$ cat src/rtl/gb_mem_pkg.sv
// Shared memory-map constants and DMA state type for the OAM DMA engine.
package gb_mem_pkg;

    localparam logic [15:0] OAM_BASE      = 16'hFE00;
    localparam int unsigned OAM_BYTES     = 160;
    localparam logic [15:0] DMA_REG_ADDR  = 16'hFF46;
    localparam logic [15:0] DMA_IDLE_ADDR = 16'hFFFF;

    typedef enum logic [1:0] {
        IDLE,
        START,
        XFER
    } dma_state_t;

    // Source address of byte idx on a 256-byte page; idx stays below 0xA0, so no carry.
    function automatic logic [15:0] dma_src_addr(input logic [7:0] page, input logic [7:0] idx);
        return {page, idx};
    endfunction

    // Destination address of byte idx inside OAM.
    function automatic logic [15:0] dma_oam_addr(input logic [7:0] idx);
        return OAM_BASE + {8'h00, idx};
    endfunction

endpackage

$ cat src/rtl/mem_if.sv
// Simple 16-bit address / 8-bit data memory port shared by the MMU and its masters.
interface mem_if;

    logic [15:0] addr_select;
    logic [7:0]  write_value;
    logic        write_enable;
    logic [7:0]  read_out;

    modport master (
        output addr_select,
        output write_value,
        output write_enable,
        input  read_out
    );

    modport slave (
        input  addr_select,
        input  write_value,
        input  write_enable,
        output read_out
    );

endinterface

$ cat src/rtl/dma_slot_timer.sv
// Byte-slot sequencer for the OAM DMA: a slot counter inside each byte plus the
// byte index, with strobes for the capture slot, the slot before the write, the
// write slot itself and the final byte.
module dma_slot_timer
    import gb_mem_pkg::*;
#(
    parameter int unsigned CYCLES_PER_BYTE = 4,
    parameter int unsigned READ_LATENCY    = 1
) (
    input  logic       clk,
    input  logic       rst,
    input  logic       clr,
    input  logic       step,
    output logic       slot_last,
    output logic       slot_pre_last,
    output logic       slot_capture,
    output logic       byte_last,
    output logic [7:0] idx,
    output logic [7:0] idx_step
);

    localparam int unsigned SLOT_W = (CYCLES_PER_BYTE > 1) ? $clog2(CYCLES_PER_BYTE) : 1;

    logic [SLOT_W-1:0] slot_q;
    logic [7:0]        idx_q;

    assign slot_last     = (slot_q == SLOT_W'(CYCLES_PER_BYTE - 1));
    assign slot_pre_last = (slot_q == SLOT_W'(CYCLES_PER_BYTE - 2));
    assign slot_capture  = (slot_q == SLOT_W'(READ_LATENCY));
    assign byte_last     = (idx_q == 8'(OAM_BYTES - 1));
    assign idx           = idx_q;

    // Index the byte that will be current after one more step; never wraps past the last byte.
    always_comb begin
        idx_step = idx_q;
        if (slot_last && !byte_last) begin
            idx_step = idx_q + 8'd1;
        end
    end

    // Slot counter wraps every byte; the byte index advances on the wrap.
    always_ff @(posedge clk or posedge rst) begin
        if (rst) begin
            slot_q <= '0;
            idx_q  <= 8'h00;
        end else if (clr) begin
            slot_q <= '0;
            idx_q  <= 8'h00;
        end else if (step) begin
            if (slot_last) begin
                slot_q <= '0;
                if (!byte_last) begin
                    idx_q <= idx_q + 8'd1;
                end
            end else begin
                slot_q <= slot_q + SLOT_W'(1);
            end
        end
    end

endmodule

$ cat src/rtl/oam_dma_ctrl.sv
// OAM DMA engine: owns the 0xFF46 register and copies 160 bytes from page XX00
// into OAM at 0xFE00, driving the MMU DMA port. While the DMA port address is
// not 0xFFFF the MMU locks the CPU out, so addr_select doubles as the lockout.
// Optional build macro OAM_DMA_ECHO_REMAP_EN: pages E0-FF are remapped to C0-DF;
// without it, writes of E0-FF are latched but start nothing.
// CYCLES_PER_BYTE must be at least READ_LATENCY + 2.
module oam_dma_ctrl
    import gb_mem_pkg::*;
#(
    parameter int unsigned CYCLES_PER_BYTE = 4,
    parameter int unsigned READ_LATENCY    = 1,
    parameter int unsigned STARTUP_CYCLES  = 4
) (
    input  logic   clk,
    input  logic   rst,
    mem_if.slave   mmio_dma_if,
    mem_if.master  dma_req,
    output logic   dma_active
);

    localparam int unsigned START_W = (STARTUP_CYCLES > 1) ? $clog2(STARTUP_CYCLES) : 1;

    dma_state_t       state_q;
    logic [START_W-1:0] start_cnt_q;
    logic [7:0]       dma_reg_q;
    logic [7:0]       src_page_q;
    logic [7:0]       data_q;
    logic [15:0]      addr_q;
    logic [7:0]       wval_q;
    logic             we_q;
    logic             active_q;

    logic             reg_wr;
    logic             wr_ok;
    logic [7:0]       wr_page;
    logic             accept;
    logic             start_done;
    logic             tmr_clr;
    logic             tmr_step;

    logic             slot_last;
    logic             slot_pre_last;
    logic             slot_capture;
    logic             byte_last;
    logic [7:0]       idx;
    logic [7:0]       idx_step;

    assign reg_wr = mmio_dma_if.write_enable && (mmio_dma_if.addr_select == DMA_REG_ADDR);

`ifdef OAM_DMA_ECHO_REMAP_EN
    // Echo-RAM pages are folded onto WRAM so every write starts a transfer.
    always_comb begin
        wr_ok   = 1'b1;
        wr_page = mmio_dma_if.write_value;
        if (mmio_dma_if.write_value >= 8'hE0) begin
            wr_page = mmio_dma_if.write_value - 8'h20;
        end
    end
`else
    // Pages E0-FF are not a legal source: latched for read-back but ignored here.
    always_comb begin
        wr_ok   = (mmio_dma_if.write_value < 8'hE0);
        wr_page = mmio_dma_if.write_value;
    end
`endif

    assign accept     = reg_wr && wr_ok;
    assign start_done = (start_cnt_q == START_W'(STARTUP_CYCLES - 1));

    // A new start preempts everything; the final byte ends the transfer without stepping.
    assign tmr_clr  = (state_q == START) && !accept && start_done;
    assign tmr_step = (state_q == XFER) && !accept && !(slot_last && byte_last);

    dma_slot_timer #(
        .CYCLES_PER_BYTE (CYCLES_PER_BYTE),
        .READ_LATENCY    (READ_LATENCY)
    ) u_slot_timer (
        .clk           (clk),
        .rst           (rst),
        .clr           (tmr_clr),
        .step          (tmr_step),
        .slot_last     (slot_last),
        .slot_pre_last (slot_pre_last),
        .slot_capture  (slot_capture),
        .byte_last     (byte_last),
        .idx           (idx),
        .idx_step      (idx_step)
    );

    // DMA register: every FF46 write is latched, even one that starts nothing.
    always_ff @(posedge clk or posedge rst) begin
        if (rst) begin
            dma_reg_q <= 8'hFF;
        end else if (reg_wr) begin
            dma_reg_q <= mmio_dma_if.write_value;
        end
    end

    // Transfer FSM with registered bus outputs computed for the slot about to begin.
    always_ff @(posedge clk or posedge rst) begin
        if (rst) begin
            state_q     <= IDLE;
            start_cnt_q <= '0;
            src_page_q  <= 8'h00;
            data_q      <= 8'h00;
            addr_q      <= DMA_IDLE_ADDR;
            wval_q      <= 8'h00;
            we_q        <= 1'b0;
            active_q    <= 1'b0;
        end else begin
            // The write strobe is a single-cycle pulse unless re-armed below.
            we_q   <= 1'b0;
            wval_q <= 8'h00;
            if ((state_q == XFER) && slot_capture) begin
                data_q <= dma_req.read_out;
            end
            if (accept) begin
                state_q     <= START;
                start_cnt_q <= '0;
                src_page_q  <= wr_page;
                // A restart while locked keeps the lockout by parking on the new source.
                if (active_q) begin
                    addr_q <= dma_src_addr(wr_page, 8'h00);
                end else begin
                    addr_q <= DMA_IDLE_ADDR;
                end
            end else begin
                case (state_q)
                    IDLE: begin
                        addr_q   <= DMA_IDLE_ADDR;
                        active_q <= 1'b0;
                    end
                    START: begin
                        if (start_done) begin
                            state_q  <= XFER;
                            active_q <= 1'b1;
                            addr_q   <= dma_src_addr(src_page_q, 8'h00);
                        end else begin
                            start_cnt_q <= start_cnt_q + START_W'(1);
                        end
                    end
                    XFER: begin
                        if (slot_last && byte_last) begin
                            state_q  <= IDLE;
                            active_q <= 1'b0;
                            addr_q   <= DMA_IDLE_ADDR;
                        end else if (slot_pre_last) begin
                            // Next slot is the write slot; data may arrive on this very edge.
                            addr_q <= dma_oam_addr(idx);
                            we_q   <= 1'b1;
                            wval_q <= slot_capture ? dma_req.read_out : data_q;
                        end else begin
                            addr_q <= dma_src_addr(src_page_q, idx_step);
                        end
                    end
                    default: begin
                        state_q  <= IDLE;
                        active_q <= 1'b0;
                        addr_q   <= DMA_IDLE_ADDR;
                    end
                endcase
            end
        end
    end

    assign mmio_dma_if.read_out = dma_reg_q;
    assign dma_req.addr_select  = addr_q;
    assign dma_req.write_value  = wval_q;
    assign dma_req.write_enable = we_q;
    assign dma_active           = active_q;

endmodule

$ cat src/flat_wrapper.sv
// flat-port wrapper written by rule: the top's interface ports become plain ports
module oam_dma_ctrl_flat import gb_mem_pkg::*;
#(
    parameter int unsigned CYCLES_PER_BYTE = 4,
    parameter int unsigned READ_LATENCY    = 1,
    parameter int unsigned STARTUP_CYCLES  = 4
)
  (clk, rst, dma_active, mmio_dma_if_addr_select, mmio_dma_if_write_value, mmio_dma_if_write_enable, mmio_dma_if_read_out, dma_req_addr_select, dma_req_write_value, dma_req_write_enable, dma_req_read_out);
  mem_if mmio_dma_if_i ();
  mem_if dma_req_i ();
  input  logic clk;
  input  logic rst;
  output logic dma_active;
  input wire logic [$bits(mmio_dma_if_i.addr_select)-1:0] mmio_dma_if_addr_select;
  input wire logic [$bits(mmio_dma_if_i.write_value)-1:0] mmio_dma_if_write_value;
  input wire logic [$bits(mmio_dma_if_i.write_enable)-1:0] mmio_dma_if_write_enable;
  output wire logic [$bits(mmio_dma_if_i.read_out)-1:0] mmio_dma_if_read_out;
  output wire logic [$bits(dma_req_i.addr_select)-1:0] dma_req_addr_select;
  output wire logic [$bits(dma_req_i.write_value)-1:0] dma_req_write_value;
  output wire logic [$bits(dma_req_i.write_enable)-1:0] dma_req_write_enable;
  input wire logic [$bits(dma_req_i.read_out)-1:0] dma_req_read_out;
  assign mmio_dma_if_i.addr_select = mmio_dma_if_addr_select;
  assign mmio_dma_if_i.write_value = mmio_dma_if_write_value;
  assign mmio_dma_if_i.write_enable = mmio_dma_if_write_enable;
  assign mmio_dma_if_read_out = mmio_dma_if_i.read_out;
  assign dma_req_addr_select = dma_req_i.addr_select;
  assign dma_req_write_value = dma_req_i.write_value;
  assign dma_req_write_enable = dma_req_i.write_enable;
  assign dma_req_i.read_out = dma_req_read_out;
  oam_dma_ctrl #(.CYCLES_PER_BYTE(CYCLES_PER_BYTE), .READ_LATENCY(READ_LATENCY), .STARTUP_CYCLES(STARTUP_CYCLES)) u_core (.clk(clk), .rst(rst), .mmio_dma_if(mmio_dma_if_i), .dma_req(dma_req_i), .dma_active(dma_active));
endmodule
$ cat config.mk
export PLATFORM = sky130hd
export DESIGN_NAME = oam_dma_ctrl_flat
export DESIGN_NICKNAME = d
export VERILOG_FILES = /design/src/rtl/gb_mem_pkg.sv /design/src/rtl/mem_if.sv /design/src/rtl/dma_slot_timer.sv /design/src/rtl/oam_dma_ctrl.sv /design/src/flat_wrapper.sv
export SDC_FILE = /design/constraint.sdc
export NUM_CORES = 1
export LEC_CHECK = 0
export CORE_ASPECT_RATIO = 1.5
export CORE_MARGIN = 1.5
export CORE_UTILIZATION = 40
export CTS_BUF_LIST = sky130_fd_sc_hd__clkbuf_16
export DETAILED_ROUTE_END_ITERATION = 8
export GPL_TIMING_DRIVEN = 0
export HOLD_SLACK_MARGIN = 0.03
export PLACE_DENSITY = 0.65
export SETUP_SLACK_MARGIN = 0.15
export SLEW_MARGIN = 30
export SYNTH_ARGS = -nofsm -noshare
export SYNTH_HDL_FRONTEND = slang
export SYNTH_SLANG_ARGS = --single-unit
$ cat constraint.sdc
create_clock -name clk -period 4.3 [get_ports clk]
set_clock_uncertainty 0.1 [all_clocks]
set_input_delay 0.43 -clock clk [delete_from_list [all_inputs] [get_ports clk]]
set_output_delay 0.43 -clock clk [all_outputs]
set_load 0.02 [all_outputs]
; After elaboration in Yosys (flattened, before gate mapping)
; Cells that the tools add are included.
[word_totals]
register_bits = 64
output_inout_bits = 34
inputBits = 35
wordCells = 85
[classes]
magnitude_cmp = 1
n_addsub = 4
bitwise_logic = 1
reduce_logical = 20
muxes = 33
eq_ne = 15
[ops]
columns = op, count
row1 = 16-bit two-way mux, 5
row2 = 8-bit two-way mux, 10
row3 = 16-bit one-hot mux with 2 select lines, 1
row4 = 2-bit two-way mux, 9
row5 = "16-bit == test, second input constant", 1
row6 = "10-bit by 9-bit adder with 11-bit output, first input constant", 1
row7 = 1-bit logical AND, 9
row8 = 3-bit AND reduction, 3
row9 = "8-bit by 1-bit adder with 8-bit output, second input constant", 1
row10 = "2-bit == test, second input constant", 4
row11 = "8-bit == test, second input constant", 1
row12 = "8-bit less-than comparator, second input constant", 1
row13 = "2-bit by 1-bit inequality test with 1-bit output, second input constant", 4
row14 = 1-bit two-way mux, 6
row15 = 2-bit one-hot mux with 3 select lines, 1
row16 = 2-bit nonzero test, 3
row17 = "2-bit by 1-bit adder with 2-bit output, second input constant", 2
row18 = "2-bit by 1-bit == test with 1-bit output, second input constant", 2
row19 = 1-bit zero test, 3
row20 = "3-bit by 1-bit inequality test with 1-bit output, second input constant", 1
row21 = "3-bit by 2-bit inequality test with 1-bit output, second input constant", 1
row22 = 2-bit zero test, 1
row23 = "2-bit inequality test, second input constant", 1
row24 = 1-bit one-hot mux with 2 select lines, 1
row25 = other kinds (2), 2

; Depth between registers and ports, before layout
[logic_depth]
depth_word = 8
mapped_depth = 9
depth_no_buf = 7

; Modules after synthesis
; From an unflattened synthesis, not the netlist that was laid out.
[unflattened]
cells_unflattened = 322
hier_area_um2 = 3477.1
[by_module_without_submodules]
columns = mod, cells_each, seq_area_each_um2, area_per_inst_um2, instances
row1 = oam_dma_ctrl, 234, 1381.3, 2692.6, 1
row2 = dma_slot_timer, 88, 250.2, 784.5, 1

; Least setup slack after synthesis
; OpenSTA, ideal clock, no wires.
[synth_path]
path_type = register -> register
startpoint = register u_core.u_slot_timer.idx_q[5] (netlist: u_core.u_slot_timer.idx[5])
endpoint = register u_core.addr_q[10] (netlist: u_core.dma_req.addr_select[10])
stages_incl_launch_ff = 7
t_arrival_ps = 1829
setup_ps = 59
slack_ps = 2313
period_less_slack_ps = 1987
required_time_ps = 4141
path_buffers = 1
path_cell_list = dfrtp_1 > or3b_1 > buf_2 > or3_1 > and3_4 > mux2i_4 > o32a_2
[synth_via]
elab_chain_len = 5
elab_cells_between_ends = 7
cone_classes = 1 x add/sub / 1 x eq/ne / 4 x mux / 1 x reduce/logical
[synth_rtl]
columns = item, line_no
row1 = "start, declared", dma_slot_timer.sv:25  ; logic [7:0] idx_q;
row2 = "start signal, assigned", dma_slot_timer.sv:53  ; idx_q <= idx_q + 8'd1;
row3 = 10-bit by 9-bit adder with 11-bit output or 8-bit == test (tied branches), "gb_mem_pkg.sv:22, dma_slot_timer.sv:30"
row4 = 16-bit two-way mux or 1-bit logical AND (tied branches), "oam_dma_ctrl.sv:147, oam_dma_ctrl.sv:143"
row5 = 16-bit two-way mux *, oam_dma_ctrl.sv:143  ; if (slot_last && byte_last) begin
row6 = 16-bit one-hot mux with 2 select lines *, oam_dma_ctrl.sv:128  ; case (state_q)
row7 = 16-bit two-way mux *, oam_dma_ctrl.sv:117  ; if (accept) begin
row8 = "end signal, assigned", oam_dma_ctrl.sv:123  ; addr_q <= dma_src_addr(wr_page, 8'h00);
row9 = "end signal, assigned", oam_dma_ctrl.sv:149  ; addr_q <= dma_oam_addr(idx);
row10 = "end signal, assigned", oam_dma_ctrl.sv:153  ; addr_q <= dma_src_addr(src_page_q, idx_step);
row11 = "end, declared", oam_dma_ctrl.sv:28  ; logic [15:0] addr_q;
; Every way passes the cells marked *; elsewhere a longest branch is shown, timed or not.
; A chain may end at the register's enable or synchronous reset.

; Worst setup path in the final report
[layout_path]
startpoint = input port mmio_dma_if_addr_select[15]
endpoint = register u_core.u_slot_timer.idx_q[0] (netlist: u_core.u_slot_timer.idx[0])
[layout_via]
elab_chain_len = 8
elab_cells_between_ends = 13
cone_classes = 2 x eq/ne / 1 x mux / 10 x reduce/logical
[layout_rtl]
columns = item, line_no
row1 = "start, declared", flat_wrapper.sv:14  ; input wire logic [$bits(mmio_dma_if_i.addr_select)-1:0] mmio_dma_if_addr_select;
row2 = 16-bit == test *, oam_dma_ctrl.sv:48  ; assign reg_wr = mmio_dma_if.write_enable && (mmio_dma_if.addr_select == DMA_REG_ADDR);
row3 = 1-bit logical AND *, oam_dma_ctrl.sv:48
row4 = 1-bit logical AND *, oam_dma_ctrl.sv:67  ; assign accept = reg_wr && wr_ok;
row5 = 1-bit zero test *, "oam_dma_ctrl.sv:71, oam_dma_ctrl.sv:72"
row6 = "1-bit logical AND, on equally long branches (2 in series)", "oam_dma_ctrl.sv:71, oam_dma_ctrl.sv:72"
row7 = 2-bit by 1-bit inequality test with 1-bit output (no line) or 2-bit nonzero test (tied branches), n/a
row8 = 3-bit AND reduction (no line), n/a
; Marked as above.

==> run summary <==
Outcome = finished, final reports clean
Final min period = 2523 ps
Rel. slew slack = 0.5945
CTS resizes = 0
TritonRoute pass-1 iters = 4
Final Hold Viols = 0
Gr usage total = 0.2016
Fmax = 396.3 MHz
Hold Slack = 328.8 ps
CTS buffer count = 9
MaxCap Viol Count = 0
Most used DFF post-synth = dfrtp_1
CP Launch Type = input pin
Drt wl/cell = 16.12 um
Via count = 2589
Synthesized Nets = 342
Seq/Total Area, Yosys = 0.5108
Mean Syn Cell Area = 10.68 sq um
Final design area excluding fillers = 4305 sq um
Share of cells above drive strength 1 = 0.1979
Ys Warns = 0
Setup ws final = 1777 ps
Critical path fanouts, max = 10
Post-synthesis mux area share = 0.06698
Max VDD drop = 0.0003533 V
Iter 0 DRT Violations = 117
CP max-delay cell = clkdlybuf4s50_1
Compound-Gate Fraction of Synth Area = 0.1598
Number of port buffers = 68
Simple-Gate Fraction of Synth Area = 0.1680
Total die area = 8542 sq um
Die Width = 75.97 um
Skew-Pair Late Insertion Delay = 340 ps
Worst-case reg-to-reg path depth = 6
First-pass GRT wire length = 13.21 mm
ANT nets after route = 0
Largest net degree at the start of global routing = 38
Worst slack at placement = 1417 ps
Starting density of the core = 0.4170
P&R area growth vs syn = 34.78%
Synth Area in XOR/XNOR = 0.01097
GPL Wtd Cong = 0.8763
Endpoint type of the worst setup path = flip-flop
Count of pins over their slew limit = 0
Ys async rst share = 1.000
HPWL Detailed = 5.754 mm
Slowest Stage Delay on Critical Path = 450 ps
Clk slew on worst S/H paths = 50 ps
Most common cell after layout, fill and taps aside = clkdlybuf4s50_1
Final wirelength = 7.832 mm
Unrepaired setup endpoints after global routing = false
CTS tree = built
Most frequent cells in the layout = clkdlybuf4s50_1 (68), dfrtp_1 (40), dfstp_2 (24)
Core area = 7661 sq um
Worst slew pin tran = 608.2 ps
Clock Path Buffers = 2
R2R Setup Slk = 2090 ps
Setup TNS = 0 ps
Cells after synthesis = 299
Synth cell types = 53
PwrDens = 625.2 nW/um^2
Pleak = 1.854 nW
H-tree levels = 3
Post-synthesis instance area = 3194 sq um
Vias/cell = 5.327
CTS Sinks = 64
Initial antenna violation count = 0
Largest family of logic cells by synthesized area = simple AND/OR/NAND/NOR gates
Num ports = 69
Clock Tree Root = clkbuf_16
Grt total ovfl = 0
CTS Hold Bufs = 0
# DRC = 0
Row count = 39
Post-synthesis adder-cell area fraction = 0.03134
Final Cycle Share = 0.5868
Post CTS Setup Buffer Count = 0
ANT cells = 0
Reg-to-reg endpoint = u_core.dma_req.addr_select[13]
Endpoints failing setup = 0
Fin nets = 422
Critical path type = in -> reg
Cell Area, Placed = 4025 sq um
Critical Path RT = 4450 ps
CP Cell Sequence = clkdlybuf4s50_1 -> nand4_1 -> nor4_1 -> and3_1 -> buf_2 -> clkbuf_1 -> o21ai_0 -> a21oi_1
Post-synth EDFFs = 0
Vias in the first global route = 2672
RR Startpoint = u_core.u_slot_timer.idx[0]
WP data arrival = 2680 ps
Min-Delay Path Class = in -> async
Die span in y = 112.4 um
#FFs+latches synth = 64
==> synth_stat cells (2+ instances only) <==
library cell  number  area (sq um)
nand2b_1           2         12.51
clkbuf_1           6         22.52
buf_6              2         22.52
ha_1               8         100.1
nand4_1            7         43.79
a31oi_1            4         25.02
mux2_2             9         101.4
nand2_1           18         67.56
nor3_1             6         30.03
o21ai_0           17         85.08
inv_1             16         60.06
dfrtp_1           40          1001
dfstp_2           24         630.6
nor4_1             2         12.51
mux2i_1            9         90.09
a211o_1            7         61.31
buf_2              2         10.01
a21oi_1           19         95.09
nand3_1            7         35.03
nor2_1            21         78.83
o31ai_1            5         37.54
xor2_1             3         26.28
nor2b_1            4         25.02
a21o_1             8         60.06
clkbuf_8           2         27.53
and3_1             7         43.79
and3_2             5         37.54
or4_1              4         30.03
o32a_2             7         78.83
or3_1              5         31.28
==> kinds of logic (layout without fill, tap and decap cells) <==
kind of cell,count (synthesis),after routing
xor gates and xnor gates,4,4
AOI/OAI and AO/OA,75,75
buffers and inverters,31,116
and+or+nand+nor,98,98
adders and majority gates,8,8
muxes,19,19
DFF,64,64
==> where the power goes <==
| part | total (W) | switching, W | internal [W] | leakage (nW) |
|---|---|---|---|---|
| Clock | 0.000692 | 0.000254 | 0.000437 | 0.147 |
| Sequential | 0.000963 | 0.000129 | 0.000835 | 0.744 |
| Combinational | 0.00104 | 0.000517 | 0.000520 | 0.964 |
| Total | 0.00269 | 0.000900 | 0.00179 | 1.85 |
==> per-stage QoR <==
step / total power [W] / std cells / util
floorplan: 0.001632 / 299 / -
global placement: 0.001982 / 469 / 0.5225
detailed placement: 0.002012 / 470 / 0.5254
CTS: 0.002718 / 486 / 0.5620
global route: 0.002865 / 486 / 0.5620
finish: 0.002692 / 486 / 0.5620
==> sequential cells by signal (all words and copies together) (netlist names), 2 cells and up <==
name and count:
u_core.mmio_dma_if.read_out 8, u_core.start_cnt_q 2, u_core.dma_req.write_value 8, u_core.dma_req.addr_select 16, u_core.state_q 2, u_core.data_q 8
u_core.u_slot_timer.idx 8, u_core.u_slot_timer.slot_q 2, u_core.src_page_q 8
==> layout make-up <==
type	count	area [sq um]
clock inverter	7	55.05
multi-input combinational	204	1396
sequential	64	1632
timing repair buffer	69	700.7
tap	102	127.6
buffer	15	106.4
clock buffer	9	225.2
inverter	16	62.56
fill	699	3356
==> per-layer routing <==
layer / share of wire / GRT usage
met3: 0.037 / 0.04797
met1: 0.39 / 0.2168
met5: 0 / 0
met2: 0.55 / 0.3634
met4: 0.029 / 0.1086
==> worst max-delay path by stage <==
stage | from | end | cells past startpoint
3_5_place_dp | mmio_dma_if_addr_select[15] | u_core.u_slot_timer.idx[0] | 8
2_1_floorplan | rst | u_core.data_q[0] | 1
4_1_cts | mmio_dma_if_addr_select[15] | u_core.u_slot_timer.idx[0] | 8
3_3_place_gp | rst | u_core.u_slot_timer.idx[2] | 2
5_1_grt | mmio_dma_if_addr_select[15] | u_core.u_slot_timer.idx[1] | 8
6_report | mmio_dma_if_addr_select[15] | u_core.u_slot_timer.idx[0] | 8
==> critical path, delay by kind of cell <==
kind            cells  cell delay (ps)
buf+inv             3             1110
simple gates        3              800
compound gates      2              330
(Power assumes the default switching activity.)
